===== src/rtl/updown_counter_arbiter_pkg.sv =====
// Shared definitions for the up/down counter arbiter.
// Contents:
//   state_t  - arbiter FSM state encoding (IDLE, ISSUE, SETTLE)
//   DIR_INC  - req_dir value requesting +1
//   DIR_DEC  - req_dir value requesting -1
//   clog2()  - index width for a requester count (minimum 1 bit)
package counter_arb_pkg;

    typedef enum logic [1:0] {
        IDLE   = 2'd0,
        ISSUE  = 2'd1,
        SETTLE = 2'd2
    } state_t;

    localparam logic DIR_INC = 1'b1;
    localparam logic DIR_DEC = 1'b0;

    function automatic int unsigned clog2(input int unsigned value);
        int unsigned w = 1;
        while ((32'd1 << w) < value) begin
            w = w + 1;
        end
        return w;
    endfunction

endpackage


===== src/rtl/updown_counter_arbiter_rr_pick.sv =====
// Combinational round-robin picker.
// Ports:
//   req     - request vector, one bit per requester
//   rr_ptr  - index with highest priority this round (must be < NUM_REQ)
//   any_req - at least one request bit set
//   winner  - first set request index searching upward from rr_ptr, wrapping
module rr_pick #(
    parameter int unsigned NUM_REQ = 4,
    parameter int unsigned IDX_W   = 2
) (
    input  logic [NUM_REQ-1:0] req,
    input  logic [IDX_W-1:0]   rr_ptr,
    output logic               any_req,
    output logic [IDX_W-1:0]   winner
);

    always_comb begin
        int unsigned idx;
        logic [IDX_W-1:0] idx_n;
        any_req = |req;
        winner  = '0;
        idx     = 0;
        idx_n   = '0;
        // Walk from farthest to nearest offset so the nearest set bit wins.
        for (int unsigned i = NUM_REQ; i > 0; i--) begin
            idx = 32'(rr_ptr) + i - 1;
            if (idx >= NUM_REQ) begin
                idx = idx - NUM_REQ;
            end
            idx_n = IDX_W'(idx);
            if (req[idx_n]) begin
                winner = idx_n;
            end
        end
    end

endmodule


===== src/rtl/updown_counter_arbiter.sv =====
// Round-robin arbiter sharing one up/down counter among NUM_REQ requesters.
// One request is executed per three cycles (IDLE -> ISSUE -> SETTLE) so the
// counter's registered count has settled before the next decision.
// Ports:
//   clk, reset          - clock (rising edge), synchronous active-high reset
//   req_valid, req_dir  - per-requester request and direction (1 = +1, 0 = -1)
//   count               - current value of the shared counter
//   increment/decrement - one-cycle strobes to the counter
//   gnt / rej           - one-hot one-cycle pulse: executed / refused
//   busy                - high in ISSUE and SETTLE
// Build option: define COUNTER_SAT_EN to refuse increments at all-ones and
// decrements at zero (rej pulse, no strobe) instead of letting the count wrap.
module updown_counter_arbiter
    import counter_arb_pkg::*;
#(
    parameter int unsigned NUM_REQ = 4,
    parameter int unsigned WIDTH   = 4
) (
    input  logic               clk,
    input  logic               reset,
    input  logic [NUM_REQ-1:0] req_valid,
    input  logic [NUM_REQ-1:0] req_dir,
    input  logic [WIDTH-1:0]   count,
    output logic               increment,
    output logic               decrement,
    output logic [NUM_REQ-1:0] gnt,
    output logic [NUM_REQ-1:0] rej,
    output logic               busy
);

    localparam int unsigned IDX_W = clog2(NUM_REQ);

    state_t             state;
    logic [IDX_W-1:0]   rr_ptr;
    logic [IDX_W-1:0]   win_idx;
    logic               any_req;
    logic [IDX_W-1:0]   pick;
    logic [NUM_REQ-1:0] pick_onehot;
    logic               pick_dir;
    logic               sat_hit;

    rr_pick #(
        .NUM_REQ (NUM_REQ),
        .IDX_W   (IDX_W)
    ) u_rr_pick (
        .req     (req_valid),
        .rr_ptr  (rr_ptr),
        .any_req (any_req),
        .winner  (pick)
    );

    always_comb begin
        pick_onehot = NUM_REQ'(1) << pick;
        pick_dir    = req_dir[pick];
    end

`ifdef COUNTER_SAT_EN
    assign sat_hit = (pick_dir == DIR_INC) ? (count == '1) : (count == '0);
`else
    logic unused_count;
    assign unused_count = ^count;
    assign sat_hit      = 1'b0;
`endif

    // Outputs are registered, so the ISSUE-cycle strobe/gnt/rej values are
    // loaded on the IDLE->ISSUE edge; the strobe registers hold the latched
    // direction. count is stable then because the previous op has settled.
    always_ff @(posedge clk) begin
        if (reset) begin
            state     <= IDLE;
            increment <= 1'b0;
            decrement <= 1'b0;
            gnt       <= '0;
            rej       <= '0;
            busy      <= 1'b0;
            rr_ptr    <= '0;
            win_idx   <= '0;
        end else begin
            increment <= 1'b0;
            decrement <= 1'b0;
            gnt       <= '0;
            rej       <= '0;
            case (state)
                IDLE: begin
                    if (any_req) begin
                        win_idx <= pick;
                        busy    <= 1'b1;
                        state   <= ISSUE;
                        if (sat_hit) begin
                            rej <= pick_onehot;
                        end else begin
                            gnt       <= pick_onehot;
                            increment <= (pick_dir == DIR_INC);
                            decrement <= (pick_dir == DIR_DEC);
                        end
                    end
                end
                ISSUE: begin
                    rr_ptr <= (win_idx == IDX_W'(NUM_REQ - 1)) ? '0 : win_idx + 1'b1;
                    state  <= SETTLE;
                end
                SETTLE: begin
                    busy  <= 1'b0;
                    state <= IDLE;
                end
                default: begin
                    busy  <= 1'b0;
                    state <= IDLE;
                end
            endcase
        end
    end

endmodule


===== config.mk =====
export PLATFORM = sky130hd
export DESIGN_NAME = updown_counter_arbiter
export DESIGN_NICKNAME = d
export VERILOG_FILES = /design/src/rtl/updown_counter_arbiter_pkg.sv /design/src/rtl/updown_counter_arbiter_rr_pick.sv /design/src/rtl/updown_counter_arbiter.sv
export SDC_FILE = /design/constraint.sdc
export NUM_CORES = 1
export LEC_CHECK = 0
export BUFFER_PORTS_ARGS = -buffer_cell sky130_fd_sc_hd__buf_2
export CAP_MARGIN = 30
export CORE_MARGIN = 3
export CORE_UTILIZATION = 44
export DETAILED_ROUTE_END_ITERATION = 16
export PLACE_DENSITY = 0.77
export SETUP_SLACK_MARGIN = 0.5
export SLEW_MARGIN = 20
export SYNTH_ARGS = -nofsm -noshare
export SYNTH_HDL_FRONTEND = slang
export SYNTH_SLANG_ARGS = --single-unit

===== constraint.sdc =====
create_clock -name clk -period 1.6 [get_ports clk]
set_input_delay 0.08 -clock clk [delete_from_list [all_inputs] [get_ports clk]]
set_output_delay 0.08 -clock clk [all_outputs]
set_load 0.005 [all_outputs]

==> results.json, run 1 <==
{
  "p_leak_nw": 0.393,
  "syn_area_um2": 588,
  "dr.pass1.iters": 4,
  "outcome": "complete, no violations",
  "worstSetupPathType": "reg -> reg",
  "min_to": "increment",
  "netSwitchingFraction_pct": 27.6,
  "hold_path.class": "in -> reg",
  "seqPwrFrac_pct": 48.6,
  "die_w_um": 42.6,
  "yosysUniqueCellTypes": 20,
  "hold_slack_ns": 0.112,
  "r2r-start": "rr_ptr[1]",
  "layout-drive-gt1-share_pct": 44.8,
  "dp_hpwl_um": 812,
  "hold_viol": 0,
  "finalWeightedCongestion": 0.754,
  "required_ns": 1.76,
  "drc_errors": 0,
  "power_frac_comb_pct": 24.9,
  "worstPathCellList": "a21oi_2 -> o21ai_1 -> a21oi_2 -> mux2i_1 -> o22ai_1",
  "fin_crit_ns": 1.33,
  "finalWorstSetupSlack_ns": 0.266,
  "cp_slowest_cell": "dfxtp_4",
  "min-delay-start": "req_dir[0]",
  "setup_violations": 0,
  "fmax_mhz": 749,
  "r2r-end": "increment",
  "clockRootBuffer": "clkbuf_4",
  "worstSkewPairLatency_ns": 0.27,
  "r2r.worst_path.cells": 5,
  "rows": 12,
  "dieHeight_um": 42.6,
  "diodes": 0,
  "clk_path_buf_depth": 2,
  "htree_levels": 1,
  "drv_cap": 0,
  "hold_path_depth": 3,
  "grt_max_degree": 9,
  "intPower_w": 0.000545,
  "p_sw_w": 0.000207,
  "cts_made_buffers": 3,
  "p_clk_share_pct": 26.5,
  "fin_tns_setup_ns": 0,
  "clkSinkCount": 13,
  "drt_iter0_markers": 2,
  "die_area_um2": 1810,
  "critPathLaunchType": "flip-flop",
  "syn_to_final_growth_pct": 32.1,
  "final_util_pct": 65.5,
  "placed_area_um2": 676,
  "ys_ff_latch": 13,
  "ant_nets": 0,
  "rrSetupSlack_ns": 0.27,
  "portBuffers": 16,
  "num-nets-final": 103,
  "cp_max_fo": 5,
  "grt_pass1_wl_mm": 1.87,
  "gr-total-overflow": 0,
  "yosysTopAreaCell": "dfxtp_1",
  "vias_per_cell": 4.74,
  "slew_viol_final": 0,
  "ioPinCount": 25,
  "synthCells": 63,
  "clk_pin_slew_ns": 0.08,
  "antenna_found_initial": 0,
  "num_vias": 479,
  "drt-total-wl_mm": 1.11,
  "coreArea_um2": 1190,
  "critical_path.max_stage_delay_ns": 0.36,
  "place_worst_setup_slack_ns": 0.258,
  "grt_pass1_vias": 478,
  "yosysWarnings": 0,
  "track_usage_pct": 13.7,
  "setup.worst_path.end_class": "flip-flop",
  "avgSynthCellArea_um2": 9.33,
  "clock_skew_ns": 0.00376,
  "wl_per_cell_um": 11.0,
  "yosysSeqAreaShare_pct": 44.3,
  "cp.arrival_ns": 1.50,
  "rsz0062_at_grt": "true",
  "ir_drop_v": 0.000534,
  "synth_area_leaders": "dfxtp_1, mux2i_1, nor2_1",
  "fin_area_um2": 777,
  "start_util_pct": 49.6,
  "fin_crit_sh_pct": 83.4,
  "cts_tree": "done",
  "synth_top_area_share_pct": 44.3,
  "power_density_nw_per_um2": 968,
  "crit_top_cell": "a21oi_2",
  "cts_hold_buffers": 0
}
-- metrics by stage --
stage | std cells | total power, W
finish | 101 | 0.000752
floorplan | 66 | 0.000484
global route | 101 | 0.000802
global placement | 91 | 0.000516
CTS | 99 | 0.000745
detailed placement | 91 | 0.000522
-- per-layer routing --
layer | vias to the layer above | share of wire [%] | GRT usage [%]
li1 | 252 | - | -
met1 | 210 | 42 | 16.7
met2 | 17 | 50 | 21.0
met3 | 0 | 8.1 | 8.15
met4 | 0 | 0 | 1.86
met5 | - | 0 | 0
-- worst max-delay path, delay by kind of cell (launching register included) --
kind | cells | cell delay, ns
multiplexers | 1 | 0.30
flip-flops | 1 | 0.36
AO/OA/AOI/OAI | 4 | 0.56
-- state kept, by name, summed over array words and instances, names as in the netlist --
register and flops:
gnt 4, rr_ptr 2, state 2, win_idx 2
busy 1, decrement 1, increment 1
-- power by group through the flow --
stage	combinational (W)	sequential [W]	clock [W]
finish	0.000187	0.000366	0.000199
global route	0.000205	0.000369	0.000227
CTS	0.000171	0.000366	0.000207
detailed placement	0.000146	0.000375	0
global placement	0.000142	0.000374	0
floorplan	0.000109	0.000375	0
-- cells by family after synthesis --
group,count (synthesis),synth area share (%)
compound gates,12,15.7
fa+ha+maj,1,2.13
buf+inv,11,9.79
flops,13,44.3
mux,5,8.51
other cells,1,0.638
simple gates,20,18.9
-- worst max-delay path by stage --
stage,depth (start not counted),end,startpoint
global placement,5,increment,rr_ptr[1]
detailed placement,5,decrement,rr_ptr[1]
CTS,5,decrement,rr_ptr[1]
floorplan,5,decrement,rr_ptr[1]
global route,5,decrement,rr_ptr[1]
finish,5,increment,rr_ptr[1]
-- repair_timing --
item	CTS	global route
setup endpoints to repair	8	9
buffers inserted	4	2
pin swaps	4	4
gates resized for setup	4	4
-- Yosys cell counts --
cell type / number
buf_4: 4
dfxtp_1: 13
nand2_2: 1
a21oi_1: 5
conb_1: 1
and2_1: 1
inv_1: 6
a21oi_2: 1
a22o_1: 1
nand2b_1: 5
nor2_1: 10
nor2_8: 1
mux2i_1: 5
a311o_4: 1
o21ai_1: 1
ha_1: 1
nor3_1: 2
buf_2: 1
o22ai_1: 2
a211oi_2: 1
-- placed cells by master (no fill, tap or decap), types with 3 or more instances in the layout --
cell type / count
buf_2: 16
inv_1: 5
conb_1: 4
mux2i_1: 5
nand2b_1: 3
nor2_1: 10
buf_4: 5
a21oi_2: 3
dfxtp_1: 10
clkbuf_4: 3
-- final cells by class --
class | instances | area (um2)
clock buffer | 4 | 26.3
fill | 104 | 409
inverter | 6 | 22.5
multi-input combinational | 42 | 315
sequential | 13 | 267
tap | 14 | 17.5
timing repair buffer | 22 | 129
Power figures use the tool's default switching activity.
==> inputs of run 2 (changes only) <==
Clock period 1.6 ns to 1.3 ns, I/O delays scaled along.
==> run 2 against run 1 <==
- final cell count is 4.0% higher
- non-clock buffer count rose by 4
- via count rose by 6.9%
- utilization is 7.1 points higher
- maximum frequency increased by 4.9%
- die area unchanged
- hold slack worse by 0.030 ns
- worst setup slack lost 0.24 ns
- clock skew fell by 0.00052 ns
- highest routed layer is now met4
==> results.json, run 2 (synthesized netlist as in run 1, its figures left out) <==
{
  "outcome": "complete, no violations",
  "place_inst": 93,
  "start_util_pct": 49.6,
  "power_density_nw_per_um2": 1130,
  "cp_max_fo": 5,
  "cp.arrival_ns": 1.45,
  "syn_to_final_growth_pct": 46.4,
  "htree_levels": 1,
  "clockRootBuffer": "clkbuf_4",
  "ant_nets": 0,
  "ioPinCount": 25,
  "rows": 12,
  "drt_iter0_markers": 10,
  "drt-total-wl_mm": 1.26,
  "dp_hpwl_um": 819,
  "place_worst_setup_slack_ns": -0.0439,
  "dr.pass1.iters": 4,
  "slew_viol_final": 0,
  "track_usage_pct": 14.3,
  "r2r-end": "decrement",
  "worstSkewPairLatency_ns": 0.28,
  "grt_pass1_vias": 492,
  "drc_errors": 0,
  "critPathLaunchType": "flip-flop",
  "r2r.worst_path.cells": 6,
  "wl_per_cell_um": 12.0,
  "rrSetupSlack_ns": 0.03,
  "cp_slowest_cell": "dfxtp_2",
  "hold_slack_ns": 0.0823,
  "cts_tree": "done",
  "fin_crit_ns": 1.27,
  "drv_cap": 0,
  "vias_per_cell": 4.88,
  "diodes": 0,
  "clkSinkCount": 13,
  "finalWeightedCongestion": 0.767,
  "num-nets-final": 107,
  "die_w_um": 42.6,
  "antenna_found_initial": 0,
  "final_cell_mix": "buf_2, nor2_1, dfxtp_1, inv_1",
  "hold_path.class": "in -> reg",
  "final_common_cell": "buf_2",
  "r2r-start": "rr_ptr[0]",
  "num_vias": 512,
  "min_to": "busy",
  "fin_cells": 105,
  "clock_skew_ns": 0.00324,
  "fmax_mhz": 786,
  "grt_pass1_wl_mm": 1.95,
  "final_util_pct": 72.6,
  "portBuffers": 16,
  "p_leak_nw": 0.429,
  "clk_pin_slew_ns": 0.08,
  "setup_violations": 0,
  "largest_register_ffs": 4,
  "finalWorstSetupSlack_ns": 0.0276,
  "crit_family": "compound AO/OA/AOI/OAI gates",
  "min-delay-start": "reset",
  "layout-drive-gt1-share_pct": 53.8,
  "ir_drop_v": 0.000602,
  "cp_num_buf_inv": 1,
  "rsz0062_at_grt": "true",
  "gr-total-overflow": 0,
  "die_area_um2": 1810,
  "worstSetupPathType": "reg -> reg",
  "setup.worst_path.end_class": "flip-flop",
  "grt_max_degree": 9,
  "coreArea_um2": 1190,
  "hold_viol": 0,
  "top_register": "gnt",
  "hold_path_depth": 2,
  "cts_made_buffers": 3,
  "cp.depth": 6,
  "critical_path.max_stage_delay_ns": 0.34,
  "clk_path_buf_depth": 2,
  "required_ns": 1.48,
  "fin_crit_sh_pct": 97.9,
  "dieHeight_um": 42.6,
  "worstPathCellList": "nand2b_4 -> a21oi_4 -> a211oi_2 -> buf_4 -> and2_1 -> a22o_1"
}
-- run 2: how the worst max path moves through the flow --
stage	start	endpoint	slack, ns
3_5_place_dp	rr_ptr[1]	increment	-0.04
3_3_place_gp	rr_ptr[1]	increment	-0.04
2_1_floorplan	rr_ptr[1]	decrement	0.09
6_report	rr_ptr[0]	decrement	0.03
4_1_cts	rr_ptr[1]	increment	0.001
5_1_grt	rr_ptr[1]	decrement	-0.02
-- run 2: power breakdown --
| part | internal, W | total (W) | switching [W] |
|---|---|---|---|
| sequential | 0.000435 | 0.000454 | 0.0000197 |
| clock | 0.000119 | 0.000248 | 0.000129 |
| combinational | 0.000147 | 0.000274 | 0.000127 |
-- run 2: layer usage --
| metal | routed length, um | global-route usage [%] |
|---|---|---|
| met5 | 0 | 0 |
| met4 | 10 | 3.73 |
| met3 | 93 | 6.87 |
| met2 | 681 | 25.2 |
| met1 | 474 | 14.9 |
-- run 2: final cells by class --
class                   instances  area (um2)
repair buffers                 26         174
fillers                        85         325
multi-input cells              42         350
inverters                       6        22.5
flip-flops and latches         13         270
well taps                      14        17.5
clock buffers                   4        26.3
-- run 2: repair_timing --
item | CTS | global route
cloned | 0 | 0
resized for setup | 6 | 13
setup endpoints to repair | 12 | 13
endpoints found under the hold margin | 0 | 0
hold buffers | 0 | 0
pin swaps | 4 | 8
buffers inserted | 6 | 2
-- run 2: stage by stage --
stage / area [um2] / setup TNS [ns] / total power [W]
floorplan: 621 / 0 / 0.000601
global placement: 698 / -0.0612 / 0.000648
detailed placement: 698 / -0.0851 / 0.000654
CTS: 795 / 0 / 0.000947
global route: 861 / -0.0535 / 0.00103
finish: 861 / 0 / 0.000977
